**src/rtl/sram_arb_pkg.sv**
```systemverilog
// Shared types and defaults for the sram port arbiter and its round-robin helper.
// Latency: n/a (types and constants only).
// Backpressure: n/a.
package sram_arb_pkg;

    localparam int DEF_ADDR_WIDTH = 32;
    localparam int DEF_DATA_WIDTH = 16;
    localparam int MAX_RD         = 8;

    // Sized for the largest supported requester count, so one type serves
    // every NUM_RD instance without re-declaring it per parameterisation.
    localparam int RD_ID_W = $clog2(MAX_RD);
    typedef logic [RD_ID_W-1:0] rd_id_t;

    // Wrap a requester offset into 0..num_rd-1.
    function automatic rd_id_t rd_id_wrap(input int idx, input int num_rd);
        return rd_id_t'(idx % num_rd);
    endfunction

endpackage

```
**src/rtl/rr_arbiter.sv**
```systemverilog
// Round-robin candidate picker: first asserted request at or above rr_ptr, wrapping.
// Latency: purely combinational.
// Backpressure: pointer only moves when advance_i is high; a held-off candidate keeps its turn.
module rr_arbiter
    import sram_arb_pkg::*;
#(
    parameter int NUM_RD = 2
) (
    input  logic [NUM_RD-1:0] req_i,
    input  rd_id_t            rr_ptr_i,
    input  logic              advance_i,
    output rd_id_t            cand_o,
    output logic              cand_vld_o,
    output rd_id_t            rr_ptr_nxt_o
);

    // Scan offsets 0..NUM_RD-1 from the pointer; the first hit wins. Only
    // constant bit-selects of req_i are used so the search unrolls cleanly.
    always_comb begin
        cand_o     = '0;
        cand_vld_o = 1'b0;
        for (int k = 0; k < NUM_RD; k++) begin
            for (int j = 0; j < NUM_RD; j++) begin
                if (!cand_vld_o && req_i[j] &&
                    (rd_id_wrap(int'(rr_ptr_i) + k, NUM_RD) == rd_id_t'(j))) begin
                    cand_o     = rd_id_t'(j);
                    cand_vld_o = 1'b1;
                end
            end
        end
    end

    // Next pointer: one past the winner on a real grant, otherwise unchanged.
    always_comb begin
        rr_ptr_nxt_o = rr_ptr_i;
        if (advance_i && cand_vld_o) begin
            rr_ptr_nxt_o = rd_id_wrap(int'(cand_o) + 1, NUM_RD);
        end
    end

endmodule

```
**src/rtl/sram_port_arbiter.sv**
```systemverilog
// Shares a 1R/1W sram between NUM_RD round-robin readers and one always-granted writer.
// Latency: grants are combinational; rd_valid/rd_data follow the grant by one cycle.
// Backpressure: writes never stall; a read hitting this/last cycle's write address is held off.
module sram_port_arbiter
    import sram_arb_pkg::*;
#(
    parameter int ADDR_WIDTH = DEF_ADDR_WIDTH,
    parameter int DATA_WIDTH = DEF_DATA_WIDTH,
    parameter int NUM_RD     = 2,
    parameter int CNT_WIDTH  = 16
) (
    input  logic                         clock,
    input  logic                         reset,
    input  logic [NUM_RD-1:0]            rd_req,
    input  logic [NUM_RD*ADDR_WIDTH-1:0] rd_addr,
    output logic [NUM_RD-1:0]            rd_gnt,
    output logic [NUM_RD-1:0]            rd_valid,
    output logic [DATA_WIDTH-1:0]        rd_data,
    input  logic                         wr_req,
    input  logic [ADDR_WIDTH-1:0]        wr_addr,
    input  logic [DATA_WIDTH-1:0]        wr_data,
    output logic                         wr_gnt,
    output logic [ADDR_WIDTH-1:0]        sram_read_address,
    input  logic [DATA_WIDTH-1:0]        sram_read_data,
    output logic [ADDR_WIDTH-1:0]        sram_write_address,
    output logic [DATA_WIDTH-1:0]        sram_write_data,
    output logic                         sram_write_enable,
    output logic [CNT_WIDTH-1:0]         stall_count
);

    localparam logic [CNT_WIDTH-1:0] CNT_ONE = {{(CNT_WIDTH-1){1'b0}}, 1'b1};

    rd_id_t                  rr_ptr_q;
    rd_id_t                  rr_ptr_d;
    logic                    last_wr_en_q;
    logic [ADDR_WIDTH-1:0]   last_wr_addr_q;
    logic [NUM_RD-1:0]       rd_valid_q;
    logic [CNT_WIDTH-1:0]    stall_cnt_q;
    logic [CNT_WIDTH-1:0]    stall_cnt_d;

    rd_id_t                  cand;
    logic                    cand_vld;
    logic [ADDR_WIDTH-1:0]   cand_addr;
    logic                    hazard;
    logic                    rd_go;

    // Write side: straight passthrough; the enable and grant are gated by
    // reset so nothing reaches the sram while the block is held in reset.
    assign wr_gnt             = reset & wr_req;
    assign sram_write_enable  = reset & wr_req;
    assign sram_write_address = wr_addr;
    assign sram_write_data    = wr_data;

    // Read data is shared; rd_valid tells each requester whose it is.
    assign rd_data  = sram_read_data;
    assign rd_valid = rd_valid_q;
    assign stall_count = stall_cnt_q;

    rr_arbiter #(
        .NUM_RD (NUM_RD)
    ) u_rr_arbiter (
        .req_i        (rd_req),
        .rr_ptr_i     (rr_ptr_q),
        .advance_i    (rd_go),
        .cand_o       (cand),
        .cand_vld_o   (cand_vld),
        .rr_ptr_nxt_o (rr_ptr_d)
    );

    // Select the candidate's address slice. Slices of non-requesting ports
    // are never picked, so X on an idle rd_addr cannot reach the compare.
    always_comb begin
        cand_addr = '0;
        for (int i = 0; i < NUM_RD; i++) begin
            if (cand_vld && (cand == rd_id_t'(i))) begin
                cand_addr = rd_addr[i*ADDR_WIDTH +: ADDR_WIDTH];
            end
        end
    end

    assign sram_read_address = cand_addr;

    // Only the candidate is checked: on a hit the whole read port idles this
    // cycle rather than falling through to another requester, which keeps
    // the candidate's turn intact.
    always_comb begin
        hazard = 1'b0;
        if (cand_vld) begin
            hazard = (wr_req && (wr_addr == cand_addr)) ||
                     (last_wr_en_q && (last_wr_addr_q == cand_addr));
        end
    end

    assign rd_go = reset && cand_vld && !hazard;

    // One-hot grant to the candidate when the read is allowed through.
    always_comb begin
        rd_gnt = '0;
        for (int i = 0; i < NUM_RD; i++) begin
            rd_gnt[i] = rd_go && (cand == rd_id_t'(i));
        end
    end

    // Saturating count of cycles a pending read lost to a hazard.
    always_comb begin
        stall_cnt_d = stall_cnt_q;
        if (hazard && (stall_cnt_q != '1)) begin
            stall_cnt_d = stall_cnt_q + CNT_ONE;
        end
    end

    // State: pointer, previous-write tracking, valid pipeline, statistics.
    // Async clear of rd_valid_q drops any read in flight.
    always_ff @(posedge clock or negedge reset) begin
        if (!reset) begin
            rr_ptr_q       <= '0;
            last_wr_en_q   <= 1'b0;
            last_wr_addr_q <= '0;
            rd_valid_q     <= '0;
            stall_cnt_q    <= '0;
        end else begin
            rr_ptr_q       <= rr_ptr_d;
            last_wr_en_q   <= wr_req;
            last_wr_addr_q <= wr_addr;
            rd_valid_q     <= rd_gnt;
            stall_cnt_q    <= stall_cnt_d;
        end
    end

endmodule

```
**config.mk**
```make
export PLATFORM = sky130hd
export DESIGN_NAME = sram_port_arbiter
export DESIGN_NICKNAME = d
export VERILOG_FILES = /design/src/rtl/sram_arb_pkg.sv /design/src/rtl/rr_arbiter.sv /design/src/rtl/sram_port_arbiter.sv
export SDC_FILE = /design/constraint.sdc
export NUM_CORES = 1
export LEC_CHECK = 0
export ABC_AREA = 1
export ABC_CLOCK_PERIOD_IN_PS = 4000
export CORE_MARGIN = 5
export CORE_UTILIZATION = 40
export CTS_CLUSTER_SIZE = 30
export DETAILED_ROUTE_END_ITERATION = 16
export PLACE_DENSITY = 0.82
export SYNTH_ARGS = -nofsm -noshare
export SYNTH_HDL_FRONTEND = slang
export SYNTH_SLANG_ARGS = --single-unit
```
**constraint.sdc**
```tcl
create_clock -name clock -period 4 [get_ports clock]
set_input_delay 0.6 -clock clock [delete_from_list [all_inputs] [get_ports clock]]
set_output_delay 0.6 -clock clock [all_outputs]
set_load 0.02 [all_outputs]
```
After elaboration in Yosys (flattened, before gate mapping)
Cells that the tools add are included.
Widths: inputs -> output; s select.
Storage, ports and cells
  logic and storage cells: 50
  flip-flop bits (word level): 52
  bits of input ports: 133
  output and inout bits: 118
Operators by class
  equality and inequality tests: 5
  bitwise logic cells: 2
  reductions and logical operators: 25
  muxes and demuxes: 10
  add/subtract/negate cells: 3
Operators with widths (count)
  $eq 32x32->1: 2
  $mux 32: 2
  $logic_and 1x1->1: 17
  $add 16x1->16 const B: 1
  $ne 16x16->1 const B: 1
  $logic_not 3->1: 3
  $mux 1: 8
  $eq 3x1->1 const B: 2
  $logic_not 1->1: 4
  $add 1x1->1 const B: 2
  $and 1x1->1: 1
  $and 1x1->1 const A: 1
  $logic_or 1x1->1: 1

Depth between registers and ports, before layout
Gate-level depths: netlist (run 1).
  depth after elaboration: 26
  mapped depth: 18
  mapped depth without buffers: 16

Hierarchy
A second synthesis (run 1) with hierarchy kept.
Second synthesis, totals
  cells, all modules: 786
  area, all modules: 4953.5 µm²
Modules (own cells, without submodules)
  sram_port_arbiter: area each 4870.9 µm², cells each 767, sequential area each 1351.3 µm², instances 1
  rr_arbiter: area each 82.6 µm², cells each 19, sequential area each 0.0 µm², instances 1

Worst setup path before layout (run 1)
Ideal clock, no wire load.
  path type: input to output
  start point: input rd_req[1]
  end point: output rd_gnt[1]
  required time: 3400 ps
  buffers on the path: 2
  data arrival time: 2260 ps
  stages on the path: 16
  path slack: 1140 ps
  cell sequence: buf_6 -> inv_2 -> a21oi_4 -> buf_12 -> nand2_1 -> nand2_1 -> nand2_1 -> nand2_1 -> nor2_1 -> nand3b_1 -> nor2_1 -> nand3_1 -> nand2_1 -> inv_1 -> nand2_1 -> nor2_1
On the way
  cells in the longest elaborated chain, start to end: 22
  elaborated cells on any way between the ends: 30
  classes of those cells: eq/ne: 3; mux: 9; reduce/logical: 18
Ends and longest elaborated chain
  start, declared: line sram_port_arbiter.sv:14  | input logic [NUM_RD-1:0] rd_req,
  $logic_and 1x1->1 (2 in series): line rr_arbiter.sv:24  | if (!cand_vld_o && req_i[j] &&
  $mux 1: line rr_arbiter.sv:24
  $logic_not 1->1: line rr_arbiter.sv:24
  $logic_and 1x1->1 (2 in series): line rr_arbiter.sv:24
  $mux 1: line rr_arbiter.sv:24
  $logic_not 1->1: line rr_arbiter.sv:24
  $logic_and 1x1->1 (2 in series): line rr_arbiter.sv:24
  $mux 1: line rr_arbiter.sv:24
  (+4 left out)
  via sram_read_address[5]: line sram_port_arbiter.sv:23  | output logic [ADDR_WIDTH-1:0] sram_read_address,
  $eq 32x32->1 (on tied branches): line sram_port_arbiter.sv:89, sram_port_arbiter.sv:90
  $logic_and 1x1->1 (on tied branches): line sram_port_arbiter.sv:89, sram_port_arbiter.sv:90
  $logic_or 1x1->1 *: line sram_port_arbiter.sv:89  | hazard = (wr_req && (wr_addr == cand_addr)) ||
  $mux 1 *: line sram_port_arbiter.sv:88  | if (cand_vld) begin
  $logic_not 1->1 *: line sram_port_arbiter.sv:94  | assign rd_go = reset && cand_vld && !hazard;
  $logic_and 1x1->1 *: line sram_port_arbiter.sv:94
  $logic_and 1x1->1 *: line sram_port_arbiter.sv:100  | rd_gnt[i] = rd_go && (cand == rd_id_t'(i));
  end, declared: line sram_port_arbiter.sv:16  | output logic [NUM_RD-1:0] rd_gnt,
The timed path passes the listed nets; every way through them passes the cells marked *.

Final worst setup path (run 1)
  start point: input rd_req[0]
  end point: output rd_gnt[0]
On the way
  cells in the longest elaborated chain, start to end: 25
  elaborated cells on any way between the ends: 33
  classes of those cells: eq/ne: 3; mux: 10; reduce/logical: 20
Ends and longest elaborated chain
  $logic_and 1x1->1: line rr_arbiter.sv:24
  $mux 1: line rr_arbiter.sv:24
  $logic_not 1->1: line rr_arbiter.sv:24
  $logic_and 1x1->1 (2 in series): line rr_arbiter.sv:24
  $mux 1: line rr_arbiter.sv:24
  $logic_not 1->1: line rr_arbiter.sv:24
  $logic_and 1x1->1 (2 in series): line rr_arbiter.sv:24
  $mux 1: line rr_arbiter.sv:24
  (+6 left out)
  $mux 32 (2 in series): line sram_port_arbiter.sv:75  | if (cand_vld && (cand == rd_id_t'(i))) begin
  $eq 32x32->1 (on tied branches): line sram_port_arbiter.sv:89, sram_port_arbiter.sv:90
  $logic_and 1x1->1 (on tied branches): line sram_port_arbiter.sv:89, sram_port_arbiter.sv:90
  $logic_or 1x1->1: line sram_port_arbiter.sv:89
  $mux 1: line sram_port_arbiter.sv:88
  $logic_not 1->1: line sram_port_arbiter.sv:94
  $logic_and 1x1->1: line sram_port_arbiter.sv:94
  $logic_and 1x1->1 *: line sram_port_arbiter.sv:100
Every way passes the cells marked *; elsewhere a longest branch is shown, timed or not.

==> impl_metrics.env, run 1 <==
export IMPL_ys_seq_elements=52
export IMPL_drive_gt1_share_pct=6.35
export IMPL_ys_warn_count=0
export IMPL_htree_levels=2
export IMPL_fmax_mhz=276
export IMPL_ys_seq_area_share_pct=27.8
export IMPL_grt_busiest_layer="met2"
export IMPL_wire_per_inst_um=15.0
export IMPL_grt_use_total_pct=21.0
export IMPL_postPlaceCellArea_um2=6250
export IMPL_path_cells="clkdlybuf4s50_1 -> inv_2 -> a21oi_4 -> buf_4 -> buf_4 -> nand2_1 -> nand2_4 -> nand2_1 -> nand2_1 -> nand2_1 -> nand3b_1 -> nor2_1 -> nand3_1 -> nand2_1 -> inv_1 -> nand3_1 -> inv_1 -> dlymetal6s2s_1"
export IMPL_end_kind="output port"
export IMPL_skew_ps=6.45
export IMPL_numCtsBuffers=5
export IMPL_clk_pin_slew_ps=80
export IMPL_cellLeakagePower_nw=3.21
export IMPL_grt_pass1_wl_um=24200
export IMPL_cp_max_fo=10
export IMPL_grt_max_degree=37
export IMPL_ctsHoldBuffers=0
export IMPL_fin_util_pct=56.0
export IMPL_critPathMaxStageDelay_ps=580
export IMPL_status="complete, no violations"
export IMPL_post_cts_buffers=0
export IMPL_rsz0062_at_grt="false"
export IMPL_io_buffers=186
export IMPL_design_die_area_um2=14000
export IMPL_hold_class="in -> async"
export IMPL_grt_use_met2_pct=35.1
export IMPL_worst_ir_drop_vdd_uv=155
export IMPL_yosysUniqueCellTypes=28
export IMPL_required_ps=3400
export IMPL_cts_tree="built"
export IMPL_gr_usage_met1_pct=25.4
export IMPL_gr_total_overflow=0
export IMPL_dpl_cell_count=986
export IMPL_cts_root_buf="clkbuf_16"
export IMPL_pwr_density_cell_nw_per_um2=258
export IMPL_clockBufferDepth=2
export IMPL_grt_pass1_vias=4946
export IMPL_setup_tns_ps=0
export IMPL_arrival_ps=3030
export IMPL_pwr_share_seq_pct=33.6
export IMPL_path_delay_family="buffers and inverters"
export IMPL_maxCapViolations=0
export IMPL_avgSynthCellArea_um2=6.49
export IMPL_hold_ws_ps=236
export IMPL_crit_type="in -> out"
export IMPL_via_per_inst=4.97
export IMPL_cp_start_kind="input pin"
export IMPL_drt_wl_total_um=14900
export IMPL_antenna_found_initial=0
export IMPL_mostFrequentLayoutCells="nand2_1, clkdlybuf4s50_1, nand3_1"
export IMPL_dr_total_vias=4938
export IMPL_power_frac_clock_pct=27.6
export IMPL_netlist_area_um2=4680
export IMPL_fin_crit_sh_pct=90.7
export IMPL_min_period_ps=3630
export IMPL_synth_cells=722
export IMPL_clock_latency_ps=300
export IMPL_areaGrowthSynthToFinish_pct=37.0
export IMPL_drv_slew=0
export IMPL_switching_share_pct=35.4
export IMPL_p_sw_mw=0.585
export IMPL_clock_sinks=52
export IMPL_hold_viol=0
export IMPL_use_met3_pct=6.21
export IMPL_cp_slowest_cell="clkdlybuf4s50_1"
export IMPL_fin_cells=994
export IMPL_cts_repair_resized=0
export IMPL_initial_core_util_pct=40.8
export IMPL_fp_dieH_um=118
export IMPL_ant_nets=0
export IMPL_setup_violations_final=0
export IMPL_antenna_cells=0
export IMPL_cp_common_cell="nand2_1"
export IMPL_syn_nets=856
export IMPL_final_common_cell="nand2_1"
export IMPL_dp_hpwl_um=12100
export IMPL_p_comb_share_pct=38.8
export IMPL_final_nets=984
export IMPL_drt_initial_drc_count=287
export IMPL_routabilityCongestion=0.884
export IMPL_tightest_slew_ps=694
export IMPL_worstPathBufferInverterCount=7
export IMPL_p_int_mw=1.07
export IMPL_drc=0
export IMPL_dr_pass1_iters=5
export IMPL_pin_count=251
export IMPL_timing_slew_headroom_pct=53.6
export IMPL_dieWidth_um=118
export IMPL_row_count=39
export IMPL_core_area_um2=11500
export IMPL_design_area_um2=6420
==> worst reg2reg max path, delay by kind of cell (launching register included) <==
family | cells | cell delay, ps
AND/OR/NAND/NOR | 14 | 1610
flip-flops | 1 | 430
buffers and inverters | 3 | 370
==> kinds of logic after synthesis <==
family / count (synthesis) / synth area share (%)
compound gates: 3 / 0.801
simple gates: 502 / 50.0
fa+ha+maj: 1 / 0.267
xor+xnor: 15 / 2.81
buf+inv: 149 / 18.3
flops: 52 / 27.8
==> worst paths after layout <==
| path | depth (start not counted) | startpoint | to | slack (ps) |
|---|---|---|---|---|
| max in group asynchronous | 2 | reset | last_wr_addr_q[9]$_DFF_PN0_ | 2880 |
| hold reg to reg | 2 | stall_count[15]$_DFFE_PN0P_ | stall_count[15]$_DFFE_PN0P_ | 530 |
| setup reg to reg | 17 | rr_ptr_q[0]$_DFFE_PN0P_ | stall_count[3]$_DFFE_PN0P_ | 1470 |
| min in group clock | 2 | stall_count[15]$_DFFE_PN0P_ | stall_count[15]$_DFFE_PN0P_ | 530 |
| setup / recovery | 18 | rd_req[0] | rd_gnt[0] | 370 |
| hold / removal | 1 | reset | stall_count[7]$_DFFE_PN0P_ | 240 |
==> state kept, by name, indices dropped and copies added (netlist names) <==
name            count
stall_count        16
last_wr_addr_q     32
rr_ptr_q            1
last_wr_en_q        1
rd_valid            2
==> Yosys cell counts (all sizes together) <==
library cell / n / area share [%]
nand2: 309 / 28
nand3: 78 / 8.8
buf: 74 / 12
inv: 72 / 5.8
dfrtp: 52 / 28
nor2: 50 / 4.2
nand3b: 29 / 4.6
nand4: 28 / 3.7
xnor2: 8 / 1.5
xor2: 7 / 1.3
nor3: 4 / 0.43
a21oi: 2 / 0.69
and3: 2 / 0.27
clkbuf: 2 / 0.16
clkinv: 1 / 0.080
ha: 1 / 0.27
nor3b: 1 / 0.16
nor4: 1 / 0.13
o21ai: 1 / 0.11
==> per-stage QoR <==
step / worst slack, ps / power [mW]
after floorplan: 1140 / 0.966
after global placement: 98.2 / 1.20
after detailed placement: 57.3 / 1.21
after CTS: 52.8 / 1.67
after global routing: 135 / 1.76
final: 373 / 1.65
==> layer usage <==
metal | part of all wire (%) | vias up | wire, µm
met2 | 47 | 171 | 7050
met5 | 0 | - | 0
li1 | - | 2479 | -
met4 | 2.9 | 0 | 440
met1 | 42 | 2251 | 6290
met3 | 7.7 | 37 | 1150
==> area by class of cell <==
type	instances	area, µm²
fillers	1117	5050
multi-input cells	521	2530
inverters	73	274
well taps	143	179
flip-flops and latches	52	1300
clock inverters	3	22.5
clock buffers	5	125
repair buffers	197	1990
==> power by group through the flow <==
stage	Clock (mW)	Sequential (mW)	Combinational [mW]
final	0.457	0.555	0.642
after global placement	0	0.565	0.637
after CTS	0.471	0.555	0.644
after floorplan	0	0.565	0.400
after global routing	0.496	0.558	0.702
after detailed placement	0	0.566	0.641
(Power assumes the default switching activity.)
==> run 2, diff against run 1 <==
--- a/config.mk
+++ b/config.mk
@@ -6,12 +6,13 @@
 export NUM_CORES = 1
 export LEC_CHECK = 0
 export ABC_AREA = 1
-export ABC_CLOCK_PERIOD_IN_PS = 4000
+export ABC_CLOCK_PERIOD_IN_PS = 3150
 export CORE_MARGIN = 5
-export CORE_UTILIZATION = 40
+export CORE_UTILIZATION = 36
 export CTS_CLUSTER_SIZE = 30
 export DETAILED_ROUTE_END_ITERATION = 16
-export PLACE_DENSITY = 0.82
+export PLACE_DENSITY = 0.78
 export SYNTH_ARGS = -nofsm -noshare
 export SYNTH_HDL_FRONTEND = slang
 export SYNTH_SLANG_ARGS = --single-unit
+export TNS_END_PERCENT = 5
==> constraint.sdc (replaced) <==
create_clock -name clock -period 3.15 [get_ports clock]
set_input_delay 0.4725 -clock clock [delete_from_list [all_inputs] [get_ports clock]]
set_output_delay 0.4725 -clock clock [all_outputs]
set_load 0.02 [all_outputs]
==> run 2 against run 1 <==
  * Sequential share of layout area decreased by 2.7 points
  * Sequential power grew 27%
  * Setup slack got worse by 230 ps
  * Register-to-register slack got worse by 880 ps
  * Non-clock buffer count is 106 higher
  * First-iteration DRC count up 7.3%
  * Global-route usage down 0.10 points
  * Via count is 8.9% higher
  * Sequential cell count did not move
  * Wire length up 11%
  * Die area increased by 10%
  * Clock skew rose by 4.9 ps
==> impl_metrics.env, run 2 (synthesized netlist as in run 1, its figures left out) <==
export IMPL_antenna_found_initial=0
export IMPL_clock_latency_ps=310
export IMPL_pin_count=251
export IMPL_clock_sinks=52
export IMPL_pwr_share_seq_pct=30.4
export IMPL_numCtsBuffers=5
export IMPL_cts_root_buf="clkbuf_16"
export IMPL_drv_slew=0
export IMPL_worst_ir_drop_vdd_uv=197
export IMPL_design_die_area_um2=15400
export IMPL_cellLeakagePower_nw=3.73
export IMPL_pwr_density_cell_nw_per_um2=314
export IMPL_setup_tns_ps=0
export IMPL_core_area_um2=12700
export IMPL_row_count=41
export IMPL_areaGrowthSynthToFinish_pct=58.1
export IMPL_postPlaceCellArea_um2=7030
export IMPL_n_fill_cell=1189
export IMPL_dr_total_vias=5376
export IMPL_routabilityCongestion=0.932
export IMPL_wire_per_inst_um=14.6
export IMPL_rr_worst_depth=17
export IMPL_setup_ws_ps=146
export IMPL_fin_crit_sh_pct=95.4
export IMPL_cts_tree="built"
export IMPL_skew_ps=11.4
export IMPL_fp_dieH_um=124
export IMPL_htree_levels=2
export IMPL_grt_pass1_vias=5154
export IMPL_crit_type="reg -> out"
export IMPL_setup_violations_final=0
export IMPL_r2r_end="stall_count[9]$_DFFE_PN0P_"
export IMPL_end_kind="output port"
export IMPL_dr_pass1_iters=5
export IMPL_top_register="last_wr_addr_q"
export IMPL_reg2reg_slack_ps=590
export IMPL_drt_wl_total_um=16500
export IMPL_maxCapViolations=0
export IMPL_clockBufferDepth=2
export IMPL_clk_pin_slew_ps=80
export IMPL_drt_initial_drc_count=308
export IMPL_tightest_slew_ps=445
export IMPL_min_period_ps=3000
export IMPL_power_frac_clock_pct=25.5
export IMPL_ctsHoldBuffers=0
export IMPL_place_ws_ps=-709
export IMPL_wl_met2_um=7770
export IMPL_cp_start_kind="register"
export IMPL_design_area_um2=7410
export IMPL_initial_core_util_pct=37.0
export IMPL_top_layer_used="met4"
export IMPL_wl_met1_um=7380
export IMPL_fin_util_pct=58.4
export IMPL_p_sw_mw=0.804
export IMPL_dieWidth_um=124
export IMPL_critPathMaxStageDelay_ps=440
export IMPL_cp_slowest_cell="dfrtp_2"
export IMPL_mostFrequentLayoutCells="nand2_1, clkdlybuf4s50_1, buf_4"
export IMPL_grt_pass1_wl_um=25300
export IMPL_grt_use_total_pct=20.9
export IMPL_dp_hpwl_um=13100
export IMPL_via_per_inst=4.76
export IMPL_drive_gt1_share_pct=19.5
export IMPL_timing_slew_headroom_pct=70.3
export IMPL_switching_share_pct=34.6
export IMPL_p_int_mw=1.52
export IMPL_path_cells="a21oi_4 -> buf_6 -> clkbuf_16 -> nand2_1 -> nand2_2 -> xnor2_1 -> buf_4 -> nand4_1 -> nor2_4 -> nand3_1 -> nand2_2 -> inv_1 -> nand3_1 -> inv_1 -> buf_2"
export IMPL_hold_class="in -> async"
export IMPL_io_buffers=186
export IMPL_grt_max_degree=33
export IMPL_required_ps=2680
export IMPL_worstPathBufferInverterCount=6
export IMPL_ant_nets=0
export IMPL_gr_total_overflow=0
export IMPL_drc=0
export IMPL_rr_startpoint="rr_ptr_q[0]$_DFFE_PN0P_"
export IMPL_antenna_cells=0
export IMPL_route_met3_wl_um=1100
export IMPL_final_common_cell="nand2_1"
export IMPL_cp_max_fo=4
export IMPL_p_comb_share_pct=44.1
export IMPL_hold_viol=0
export IMPL_largest_register_ffs=32
export IMPL_arrival_ps=2530
export IMPL_p_total_mw=2.32
export IMPL_final_nets=1090
export IMPL_path_delay_family="simple AND/OR/NAND/NOR gates"
export IMPL_fmax_mhz=333
export IMPL_status="complete, no violations"
==> run 2: cell count changes in the layout (fill, tap and decap cells not counted), moves of 3 or more <==
cell / delta
buf_4: +97
nand2_1: -12
nand2_2: +12
nor2_1: -5
buf_6: +4
nor2_2: +4
buf_12: +3
nand3_1: -3
nand3_2: +3
==> run 2: repair_timing <==
item                                    in CTS  in global routing
resized for setup                           17                 29
endpoints found under the setup margin       2                  2
gates cloned                                 1                  2
setup buffers                                1                  5
pin swaps                                    1                  7
==> run 2: power by group through the flow <==
stage               sequential [mW]  combinational [mW]  clock, mW
floorplan                     0.718               0.508          0
global placement              0.718               0.963          0
detailed placement            0.719               0.971          0
CTS                           0.707               0.993      0.608
global route                  0.710                1.11      0.634
finish                        0.707                1.02      0.593
==> run 2: final cells by class <==
| cell class | count | area (µm²) | share of cell area (%) |
|---|---|---|---|
| clock buffers | 5 | 125 | 1.69 |
| clock inverters | 3 | 26.3 | 0.355 |
| inverters | 73 | 274 | 3.70 |
| multi-input cells | 521 | 2600 | 35.1 |
| flip-flops and latches | 52 | 1300 | 17.6 |
| well taps | 172 | 215 | 2.91 |
| repair buffers | 303 | 2870 | 38.7 |
==> run 2: metal layers <==
metal | global-route usage, % | vias up
met5 | 0 | -
met4 | 5.48 | 0
met3 | 4.50 | 26
met2 | 35.0 | 186
met1 | 27.3 | 2470
li1 | - | 2694
==> run 2: worst max-delay path by stage <==
stage | depth (start not counted) | end | start
finish | 15 | rd_gnt[0] | rr_ptr_q[0]$_DFFE_PN0P_
global route | 16 | rd_gnt[0] | rr_ptr_q[0]$_DFFE_PN0P_
CTS | 17 | rd_gnt[1] | rd_req[0]
detailed placement | 19 | rd_gnt[0] | rd_req[0]
global placement | 19 | rd_gnt[0] | rd_req[0]
floorplan | 16 | rd_gnt[1] | rd_req[1]
==> run 2: per-stage QoR <==
step           hold WS, ps  cells
6_report               276   1129
5_1_grt                296   1129
4_1_cts                273   1122
3_5_place_dp           516   1112
3_3_place_gp           518   1112
2_1_floorplan          177    722
